File: src/rtl/writeback_unit_if.sv
// Bundle of the writeback stage's producer handshakes, issue-side scoreboard
// signals and the register file write port.
interface writeback_unit_if #(
  parameter int REG_COUNT = 32,
  parameter int REG_WIDTH = 32
);
  localparam int IDX_W = $clog2(REG_COUNT);

  logic                 alu_valid;
  logic                 alu_ready;
  logic [IDX_W-1:0]     alu_rd;
  logic [REG_WIDTH-1:0] alu_value;
  logic                 load_valid;
  logic                 load_ready;
  logic [IDX_W-1:0]     load_rd;
  logic [REG_WIDTH-1:0] load_value;
  logic                 issue_load;
  logic [IDX_W-1:0]     issue_rd;
  logic [REG_COUNT-1:0] busy;
  logic [IDX_W-1:0]     rd;
  logic [REG_WIDTH-1:0] rd_value;
  logic                 wr_en;

  // Producers and the issue stage drive the master side; the writeback unit is the slave.
  modport master (
    output alu_valid, alu_rd, alu_value,
    output load_valid, load_rd, load_value,
    output issue_load, issue_rd,
    input  alu_ready, load_ready, busy, rd, rd_value, wr_en
  );

  modport slave (
    input  alu_valid, alu_rd, alu_value,
    input  load_valid, load_rd, load_value,
    input  issue_load, issue_rd,
    output alu_ready, load_ready, busy, rd, rd_value, wr_en
  );
endinterface

File: src/rtl/writeback_unit.sv
// Writeback stage: merges ALU results and FIFO-buffered load responses onto the
// single register file write port and tracks outstanding loads per register.
module writeback_unit #(
  parameter int REG_COUNT       = 32,
  parameter int REG_WIDTH       = 32,
  parameter int LOAD_FIFO_DEPTH = 4
) (
  input logic             clk,
  input logic             reset,
  writeback_unit_if.slave bus
);
  localparam int IDX_W = $clog2(REG_COUNT);
  localparam int PTR_W = $clog2(LOAD_FIFO_DEPTH);
  localparam int CNT_W = PTR_W + 1;

  logic [IDX_W-1:0]     fifo_rd    [LOAD_FIFO_DEPTH];
  logic [REG_WIDTH-1:0] fifo_value [LOAD_FIFO_DEPTH];
  logic [PTR_W-1:0]     wr_ptr, rd_ptr;
  logic [CNT_W-1:0]     count;

  logic [IDX_W-1:0]     rd_q;
  logic [REG_WIDTH-1:0] rd_value_q;
  logic                 wr_en_q;
  logic [REG_COUNT-1:0] busy_q, busy_next;

  logic fifo_full, fifo_empty, push, pop, take_alu;
  logic [IDX_W-1:0]     head_rd;
  logic [REG_WIDTH-1:0] head_value;

  // A full FIFO preempts the ALU so load responses can never deadlock behind it.
  always_comb begin
    fifo_full  = (count == CNT_W'(LOAD_FIFO_DEPTH));
    fifo_empty = (count == '0);
    head_rd    = fifo_rd[rd_ptr];
    head_value = fifo_value[rd_ptr];
    bus.load_ready = !reset && !fifo_full;
    bus.alu_ready  = !reset && !fifo_full;
    push     = bus.load_valid && bus.load_ready;
    pop      = fifo_full || (!bus.alu_valid && !fifo_empty);
    take_alu = bus.alu_valid && bus.alu_ready;
  end

  always_ff @(posedge clk) begin
    if (push) begin
      fifo_rd[wr_ptr]    <= bus.load_rd;
      fifo_value[wr_ptr] <= bus.load_value;
    end
  end

  always_ff @(posedge clk) begin
    if (reset) begin
      wr_ptr <= '0;
      rd_ptr <= '0;
      count  <= '0;
    end else begin
      if (push) wr_ptr <= wr_ptr + 1'b1;
      if (pop)  rd_ptr <= rd_ptr + 1'b1;
      case ({push, pop})
        2'b10:   count <= count + 1'b1;
        2'b01:   count <= count - 1'b1;
        default: count <= count;
      endcase
    end
  end

  // Writes to x0 still consume their source but never assert the write enable.
  always_ff @(posedge clk) begin
    if (reset) begin
      rd_q       <= '0;
      rd_value_q <= '0;
      wr_en_q    <= 1'b0;
    end else if (pop) begin
      rd_q       <= head_rd;
      rd_value_q <= head_value;
      wr_en_q    <= (head_rd != '0);
    end else if (take_alu) begin
      rd_q       <= bus.alu_rd;
      rd_value_q <= bus.alu_value;
      wr_en_q    <= (bus.alu_rd != '0);
    end else begin
      wr_en_q    <= 1'b0;
    end
  end

  // Clear is applied before set so a same-register collision leaves the bit set.
  always_comb begin
    busy_next = busy_q;
    if (pop && head_rd != '0) busy_next[head_rd] = 1'b0;
    if (bus.issue_load && bus.issue_rd != '0) busy_next[bus.issue_rd] = 1'b1;
  end

  always_ff @(posedge clk) begin
    if (reset) busy_q <= '0;
    else       busy_q <= busy_next;
  end

  assign bus.rd       = rd_q;
  assign bus.rd_value = rd_value_q;
  assign bus.wr_en    = wr_en_q;
  assign bus.busy     = busy_q;
endmodule

File: src/flat_wrapper.sv
// flat-port wrapper written by rule: the top's interface ports become plain ports
module writeback_unit_flat 
#(
  parameter int REG_COUNT       = 32,
  parameter int REG_WIDTH       = 32,
  parameter int LOAD_FIFO_DEPTH = 4
)
  (clk, reset, bus_alu_valid, bus_alu_rd, bus_alu_value, bus_load_valid, bus_load_rd, bus_load_value, bus_issue_load, bus_issue_rd, bus_alu_ready, bus_load_ready, bus_busy, bus_rd, bus_rd_value, bus_wr_en);
  writeback_unit_if #(.REG_COUNT(REG_COUNT), .REG_WIDTH(REG_WIDTH)) bus_i ();
  input logic clk;
  input logic reset;
  input wire logic [$bits(bus_i.alu_valid)-1:0] bus_alu_valid;
  input wire logic [$bits(bus_i.alu_rd)-1:0] bus_alu_rd;
  input wire logic [$bits(bus_i.alu_value)-1:0] bus_alu_value;
  input wire logic [$bits(bus_i.load_valid)-1:0] bus_load_valid;
  input wire logic [$bits(bus_i.load_rd)-1:0] bus_load_rd;
  input wire logic [$bits(bus_i.load_value)-1:0] bus_load_value;
  input wire logic [$bits(bus_i.issue_load)-1:0] bus_issue_load;
  input wire logic [$bits(bus_i.issue_rd)-1:0] bus_issue_rd;
  output wire logic [$bits(bus_i.alu_ready)-1:0] bus_alu_ready;
  output wire logic [$bits(bus_i.load_ready)-1:0] bus_load_ready;
  output wire logic [$bits(bus_i.busy)-1:0] bus_busy;
  output wire logic [$bits(bus_i.rd)-1:0] bus_rd;
  output wire logic [$bits(bus_i.rd_value)-1:0] bus_rd_value;
  output wire logic [$bits(bus_i.wr_en)-1:0] bus_wr_en;
  assign bus_i.alu_valid = bus_alu_valid;
  assign bus_i.alu_rd = bus_alu_rd;
  assign bus_i.alu_value = bus_alu_value;
  assign bus_i.load_valid = bus_load_valid;
  assign bus_i.load_rd = bus_load_rd;
  assign bus_i.load_value = bus_load_value;
  assign bus_i.issue_load = bus_issue_load;
  assign bus_i.issue_rd = bus_issue_rd;
  assign bus_alu_ready = bus_i.alu_ready;
  assign bus_load_ready = bus_i.load_ready;
  assign bus_busy = bus_i.busy;
  assign bus_rd = bus_i.rd;
  assign bus_rd_value = bus_i.rd_value;
  assign bus_wr_en = bus_i.wr_en;
  writeback_unit #(.REG_COUNT(REG_COUNT), .REG_WIDTH(REG_WIDTH), .LOAD_FIFO_DEPTH(LOAD_FIFO_DEPTH)) u_core (.clk(clk), .reset(reset), .bus(bus_i));
endmodule
File: config.mk
export PLATFORM = sky130hd
export DESIGN_NAME = writeback_unit_flat
export DESIGN_NICKNAME = d
export VERILOG_FILES = /design/src/rtl/writeback_unit_if.sv /design/src/rtl/writeback_unit.sv /design/src/flat_wrapper.sv
export SDC_FILE = /design/constraint.sdc
export NUM_CORES = 1
export LEC_CHECK = 0
export ABC_AREA = 1
export CAP_MARGIN = 20
export CORE_MARGIN = 3
export CORE_UTILIZATION = 27
export CTS_BUF_LIST = sky130_fd_sc_hd__clkbuf_8
export DETAILED_ROUTE_END_ITERATION = 16
export PLACE_DENSITY_LB_ADDON = 0.1
export SYNTH_ARGS = -nofsm -noshare
export SYNTH_HDL_FRONTEND = slang
export SYNTH_SLANG_ARGS = --single-unit
File: constraint.sdc
create_clock -name clk -period 3.4 [get_ports clk]
set_clock_uncertainty 0.1 [all_clocks]
set_input_delay 0.68 -clock clk [delete_from_list [all_inputs] [get_ports clk]]
set_output_delay 0.68 -clock clk [all_outputs]
set_load 0.05 [all_outputs]
## After elaboration in Yosys (flattened, before gate mapping)

Memory sizes are Yosys's and may differ from the RTL's. A register that Yosys moved wholly into a read port is not among the register bits.
Index checks and enable logic that the tools add are counted.

| operators by class | value |
|---|---|
| equal/unequal tests | 3 |
| reductions and logical operators | 19 |
| muxes and demuxes | 19 |
| shift operators | 0 |
| multiply operators | 0 |
| add/sub/neg operators | 4 |
| $lt $le $gt $ge | 4 |
| bitwise gates (word level) | 3 |
| div/mod/pow operators | 0 |

Operator list:

| kind | number |
|---|---|
| $mux W32 | 4 |
| $and A32 B32 Y32 | 1 |
| $not A32 Y32 | 1 |
| $or A32 B32 Y32 | 1 |
| $reduce_bool A5 Y1 | 3 |
| $lt A5 B6 Y1 const B | 2 |
| $demux W1 S5 | 2 |
| $ge A5 B1 Y1 const B | 2 |
| $mux W5 | 2 |
| $logic_and A1 B1 Y1 | 8 |
| $mux W2 | 4 |
| $mux W1 | 6 |
| $pmux W3 S2 | 1 |
| $add A2 B1 Y2 const B | 2 |
| $logic_not A1 Y1 | 4 |
| $reduce_bool A2 Y1 | 2 |
| $add A3 B1 Y3 const B | 1 |
| $eq A3 B3 Y1 const B | 1 |
| $logic_not A3 Y1 | 1 |
| $sub A3 B1 Y3 const B | 1 |
| $eq A2 B1 Y1 const B | 1 |
| $eq A2 B2 Y1 const B | 1 |
| $logic_or A1 B1 Y1 | 1 |

| word-level totals | value |
|---|---|
| latch bits | 0 |
| bits in read-only memories | 0 |
| memories | 2 |
| word-level logic and storage cells | 61 |
| memory bits (writable) | 148 |
| input port bits | 84 |
| register bits after elaboration | 77 |

Memories:

| memory | depth | bits a word | read ports | clocked after Yosys merged registers in | write ports | RTL line | RTL |
|---|---|---|---|---|---|---|---|
| u_core.fifo_value | 4 | 32 | 1 | 1 | 1 | writeback_unit.sv:17 | `logic [REG_WIDTH-1:0] fifo_value [LOAD_FIFO_DEPTH];` |
| u_core.fifo_rd | 4 | 5 | 1 | 1 | 1 | writeback_unit.sv:16 | `logic [IDX_W-1:0] fifo_rd [LOAD_FIFO_DEPTH];` |

## Longest topological paths before layout

| logic depth | value |
|---|---|
| depth after elaboration | 9 |
| gate-level depth with buffers | 12 |

## Worst setup path after synthesis

No wires, ideal clock.

| path | value |
|---|---|
| kind | input port to flip-flop |
| from | input port reset |
| to | memory u_core.fifo_rd[0][0] in the netlist's numbering (enable) |
| path slack | -324 ps |
| library setup time | 431 ps |
| arrival time | 3193 ps |
| required time | 2869 ps |
| stages on the path | 6 |
| buffers on the path | 1 |
| path through | buf_2 > inv_2 > nand2_1 > inv_1 > nand2_1 > nor2_1 |

| on the way | value |
|---|---|
| word-level cells in the longest chain between the ends | 5 |

Ends and longest elaborated chain:

| element | RTL line | RTL |
|---|---|---|
| start, declared | flat_wrapper.sv:11 | `input logic reset;` |
| $logic_not A1 Y1 | n/a |  |
| $logic_and A1 B1 Y1 | n/a |  |
| via bus_alu_ready | flat_wrapper.sv:20 | `output wire logic [$bits(bus_i.alu_ready)-1:0] bus_alu_ready;` |
| $logic_and A1 B1 Y1 | writeback_unit.sv:38 | `push = bus.load_valid && bus.load_ready;` |
| $mux W1 | writeback_unit.sv:44 | `if (push) begin` |
| $mux W1 (implied by the code) | writeback_unit.sv:45 | `fifo_rd[wr_ptr] <= bus.load_rd;` |
| end, declared | writeback_unit.sv:16 |  |

The timed path passes the listed nets, and every way through them passes these cells.

## Worst setup path in the final report

| path | value |
|---|---|
| from | register u_core.rd_value_q[7], in the netlist u_core.bus.rd_value[7] |
| to | output port bus_rd_value[7] |

RTL lines:

| element | RTL line | RTL |
|---|---|---|
| start, declared | writeback_unit.sv:22 | `logic [REG_WIDTH-1:0] rd_value_q;` |
| start signal, assigned | writeback_unit.sv:74 | `rd_value_q <= head_value;` |
| start signal, assigned | writeback_unit.sv:78 | `rd_value_q <= bus.alu_value;` |
| end, declared | flat_wrapper.sv:24 | `output wire logic [$bits(bus_i.rd_value)-1:0] bus_rd_value;` |

No word-level cell between the ends.

==> flow_summary_export.csv <==
group,metric,value,unit
power,p_switching,3.80,mW
critical_path,worstRegToRegCells,10,
critical_path,path_cells,"clkdlybuf4s50_1",
power,pwr-share-clk,0.259,
synth,synth_ff_type,"edfxtp_1",
placed_design,portBuffers,155,
critical_path,cp.arrival,1.77,ns
layout,finalInstanceArea,12300,um2
clocking,path_clk_slew,0.06,ns
drt,num_vias,7184,
clocking,cts_root_buf,"clkbuf_8",
hold_path,worstHoldEndpoint,"u_core.bus.busy[0]",
floorplanning,start_util,0.278,
synth,syn_nets,1040,
sta,max_slew.worst_pin.slew,1.01,ns
synth,synth_seq_cells,227,
global_route,grt_pass1_vias,7193,
sta,worst_slack,0.848,ns
floorplanning,die_x,193,um
sta,rsz0062_at_grt,"false",
clocking,cts_tree,"done",
drt,drtAntennaViolNets,0,
placed_design,gp_congestion,0.730,
clocking,cts_hold_buffers,0,
sta,setup_violations,0,
layout,nNetsFinal,1210,
sta,whs,0.319,ns
clocking,cts-buffers-inserted,43,
global_route,grt_first_pass_wirelength,42.4,mm
power,ir_worst_vdd,0.373,mV
critical_path,worst-path-buf-inv,1,
critical_path,path_class,"flop to output port",
drt,vias_per_cell,4.48,
sta,relSlewSlack,0.327,
sta,hold_viol,0,
synth,syn-cell-area,9450,um2
floorplanning,rows,67,
placed_design,dp_slack,0.509,ns
layout,syn_to_final_growth,30.3,%
synth,avgSynthCellArea,9.95,um2
global_route,grt_start_max_net_pins,52,
sta,max_freq,0.392,GHz
floorplanning,coreArea,34000,um2
critical_path,reg2reg_slack,1.09,ns
global_route,grt_usage,0.150,
drt,drt-total-wl,28.1,mm
floorplanning,die_y,193,um
critical_path,cp-end-kind,"output port",
synth,synth_top_cell_by_area,"edfxtp_1",
global_route,overflow,0,
job,maxCapViolCount,0,
synth,yosys_warnings,0,
clocking,cts_resized,0,
layout,drive_gt1_frac,0.113,
floorplanning,dieArea,37300,um2
power,p_int,5.52,mW
critical_path,critPathLaunchType,"flop",
drt,drt_iter0_drc,265,
synth,synth_seq_area_share,0.638,
synth,ys_async_sr_fraction,0,
critical_path,r2r-end,"u_core.bus.busy[18]",
hold_path,hold_class,"flop to flop",
critical_path,worstPathRequired,2.62,ns
sta,period_needed,2.55,ns
critical_path,max_stage_delay,0.89,ns
critical_path,cpLargestDelayFamily,"buffers and inverters",
synth,synth_top_area_share,0.470,
power,leakagePower,4.46,nW
floorplanning,ioPinCount,156,
critical_path,worst_path_max_delay_cell,"clkdlybuf4s50_1",
synth,ys_types,29,
drt,drt-wirelength-per-cell,17.5,um
power,p_comb_frac,0.371,
placed_design,dp_hpwl,18.0,mm
layout,fillers,3538,
sta,final_max_slew_viol_count,0,
power,power.density,757,nW/um2
power,seq_power_share,0.369,
sta,post-route-period-util,0.751,
clocking,cts.sinks,227,
critical_path,path_max_fanout,2,
sta,setup_tns,0,ns
synth,netlist_instances,950,
layout,most-common-layout-cells,"186 x nor2_1, 152 x clkdlybuf4s50_1, 148 x edfxtp_1, 134 x nand2_1, 113 x o21ai_0",
synth,synth.area.top_cells,"edfxtp_1 47%, dfxtp_1 17%, nor2_1 7.5%, o21ai_0 6.0%, nand2_1 5.4%",
synth,synth_edf_count,148,
power,swShare,0.408,
hold_path,worstHoldPathCells,2,
clocking,clockBufferDepth,3,
power,power.total,9.32,mW
clocking,postCtsSetupRepairBufs,0,
layout,final_common_cell,"nor2_1",
clocking,htree_num_levels,2,
drt,dr.pass1.iters,4,
clocking,clkLatencyLatePin,0.55,ns
drt,post-route-drc-count,0,
placed_design,place_area,11500,um2
global_route,antenna_found_initial,3,
run_status,status,"finished clean",
hold_path,worstHoldStart,"u_core.bus.busy[0]",
==> metrics by stage <==
step,cells,util
final,1604,0.362
after CTS,1603,0.362
after detailed placement,1523,0.339
after global routing,1604,0.362
after global placement,1523,0.339
after floorplan,950,-
==> flip-flops by register name, indices dropped and copies added, names as in the netlist, named ones only <==
register and cells:
u_core.fifo_rd 20, u_core.bus.wr_en 1, u_core.bus.rd_value 32, u_core.rd_ptr 2, u_core.count 3, u_core.fifo_value 128, u_core.bus.rd 5, u_core.bus.busy 32
u_core.wr_ptr 2
==> power by group through the flow <==
| stage | clock [mW] | combinational [mW] | sequential [mW] |
|---|---|---|---|
| 6_report | 2.42 | 3.46 | 3.44 |
| 5_1_grt | 2.67 | 3.83 | 3.48 |
| 4_1_cts | 2.54 | 3.54 | 3.45 |
| 3_5_place_dp | 0 | 3.53 | 3.51 |
| 3_3_place_gp | 0 | 3.53 | 3.51 |
| 2_1_floorplan | 0 | 1.71 | 4.11 |
==> synthesized netlist by cell type (4+ instances only) <==
library cell  number
a21oi_1           44
a21oi_2           12
a31oi_1           18
buf_2             17
buf_4              4
clkbuf_1          26
dfxtp_1           79
edfxtp_1         148
ha_1               5
inv_1             52
inv_2              4
nand2_1          135
nand2_2            5
nand2_4            4
nand3_1           33
nand3_2           19
nor2_1           190
o21ai_0          113
o21ai_1           14
o22ai_1           14
==> routing by layer <==
| metal | vias to the layer above | part of all wire | GRT usage |
|---|---|---|---|
| met5 | - | 0.0012 | 0 |
| met4 | 4 | 0.022 | 0.0476 |
| met3 | 57 | 0.050 | 0.0313 |
| met2 | 158 | 0.47 | 0.253 |
| met1 | 3372 | 0.46 | 0.193 |
| li1 | 3593 | - | - |
==> worst max path at each step <==
stage,endpoint,cells past startpoint,slack (ns),from
3_5_place_dp,u_core.bus.rd[0],9,0.51,bus_alu_valid
2_1_floorplan,u_core.fifo_rd[0][0],6,-0.32,reset
3_3_place_gp,u_core.bus.rd[0],9,0.51,bus_alu_valid
5_1_grt,bus_rd_value[7],1,0.77,u_core.bus.rd_value[7]
6_report,bus_rd_value[7],1,0.85,u_core.bus.rd_value[7]
4_1_cts,bus_rd_value[7],1,0.80,u_core.bus.rd_value[7]
==> layout make-up <==
| class | instances | area (um2) | share of cell area |
|---|---|---|---|
| Antenna cell | 1 | 2.50 | 0.000203 |
| Clock buffer | 46 | 633 | 0.0514 |
| Clock inverter | 34 | 154 | 0.0125 |
| Inverter | 56 | 210 | 0.0171 |
| Multi-Input combinational cell | 615 | 3000 | 0.243 |
| Sequential cell | 227 | 6030 | 0.489 |
| Tap cell | 448 | 561 | 0.0455 |
| Timing Repair Buffer | 177 | 1730 | 0.141 |
==> kinds of logic (layout without fill, tap and decap cells) <==
family	count (synthesis)	count (layout)	share of synthesized area
simple gates	391	391	0.179
flops	227	227	0.638
compound gates	218	218	0.125
buf+inv	108	313	0.0491
fa+ha+maj	6	6	0.00874
other cells	0	1	0
==> worst min-delay path, cell delays in order, from the launching register on <==
cell     delay [ns]
dfxtp_1        0.30
inv_1          0.05
nor2_1         0.03
Note: power is estimated with default switching activity, not from simulation.
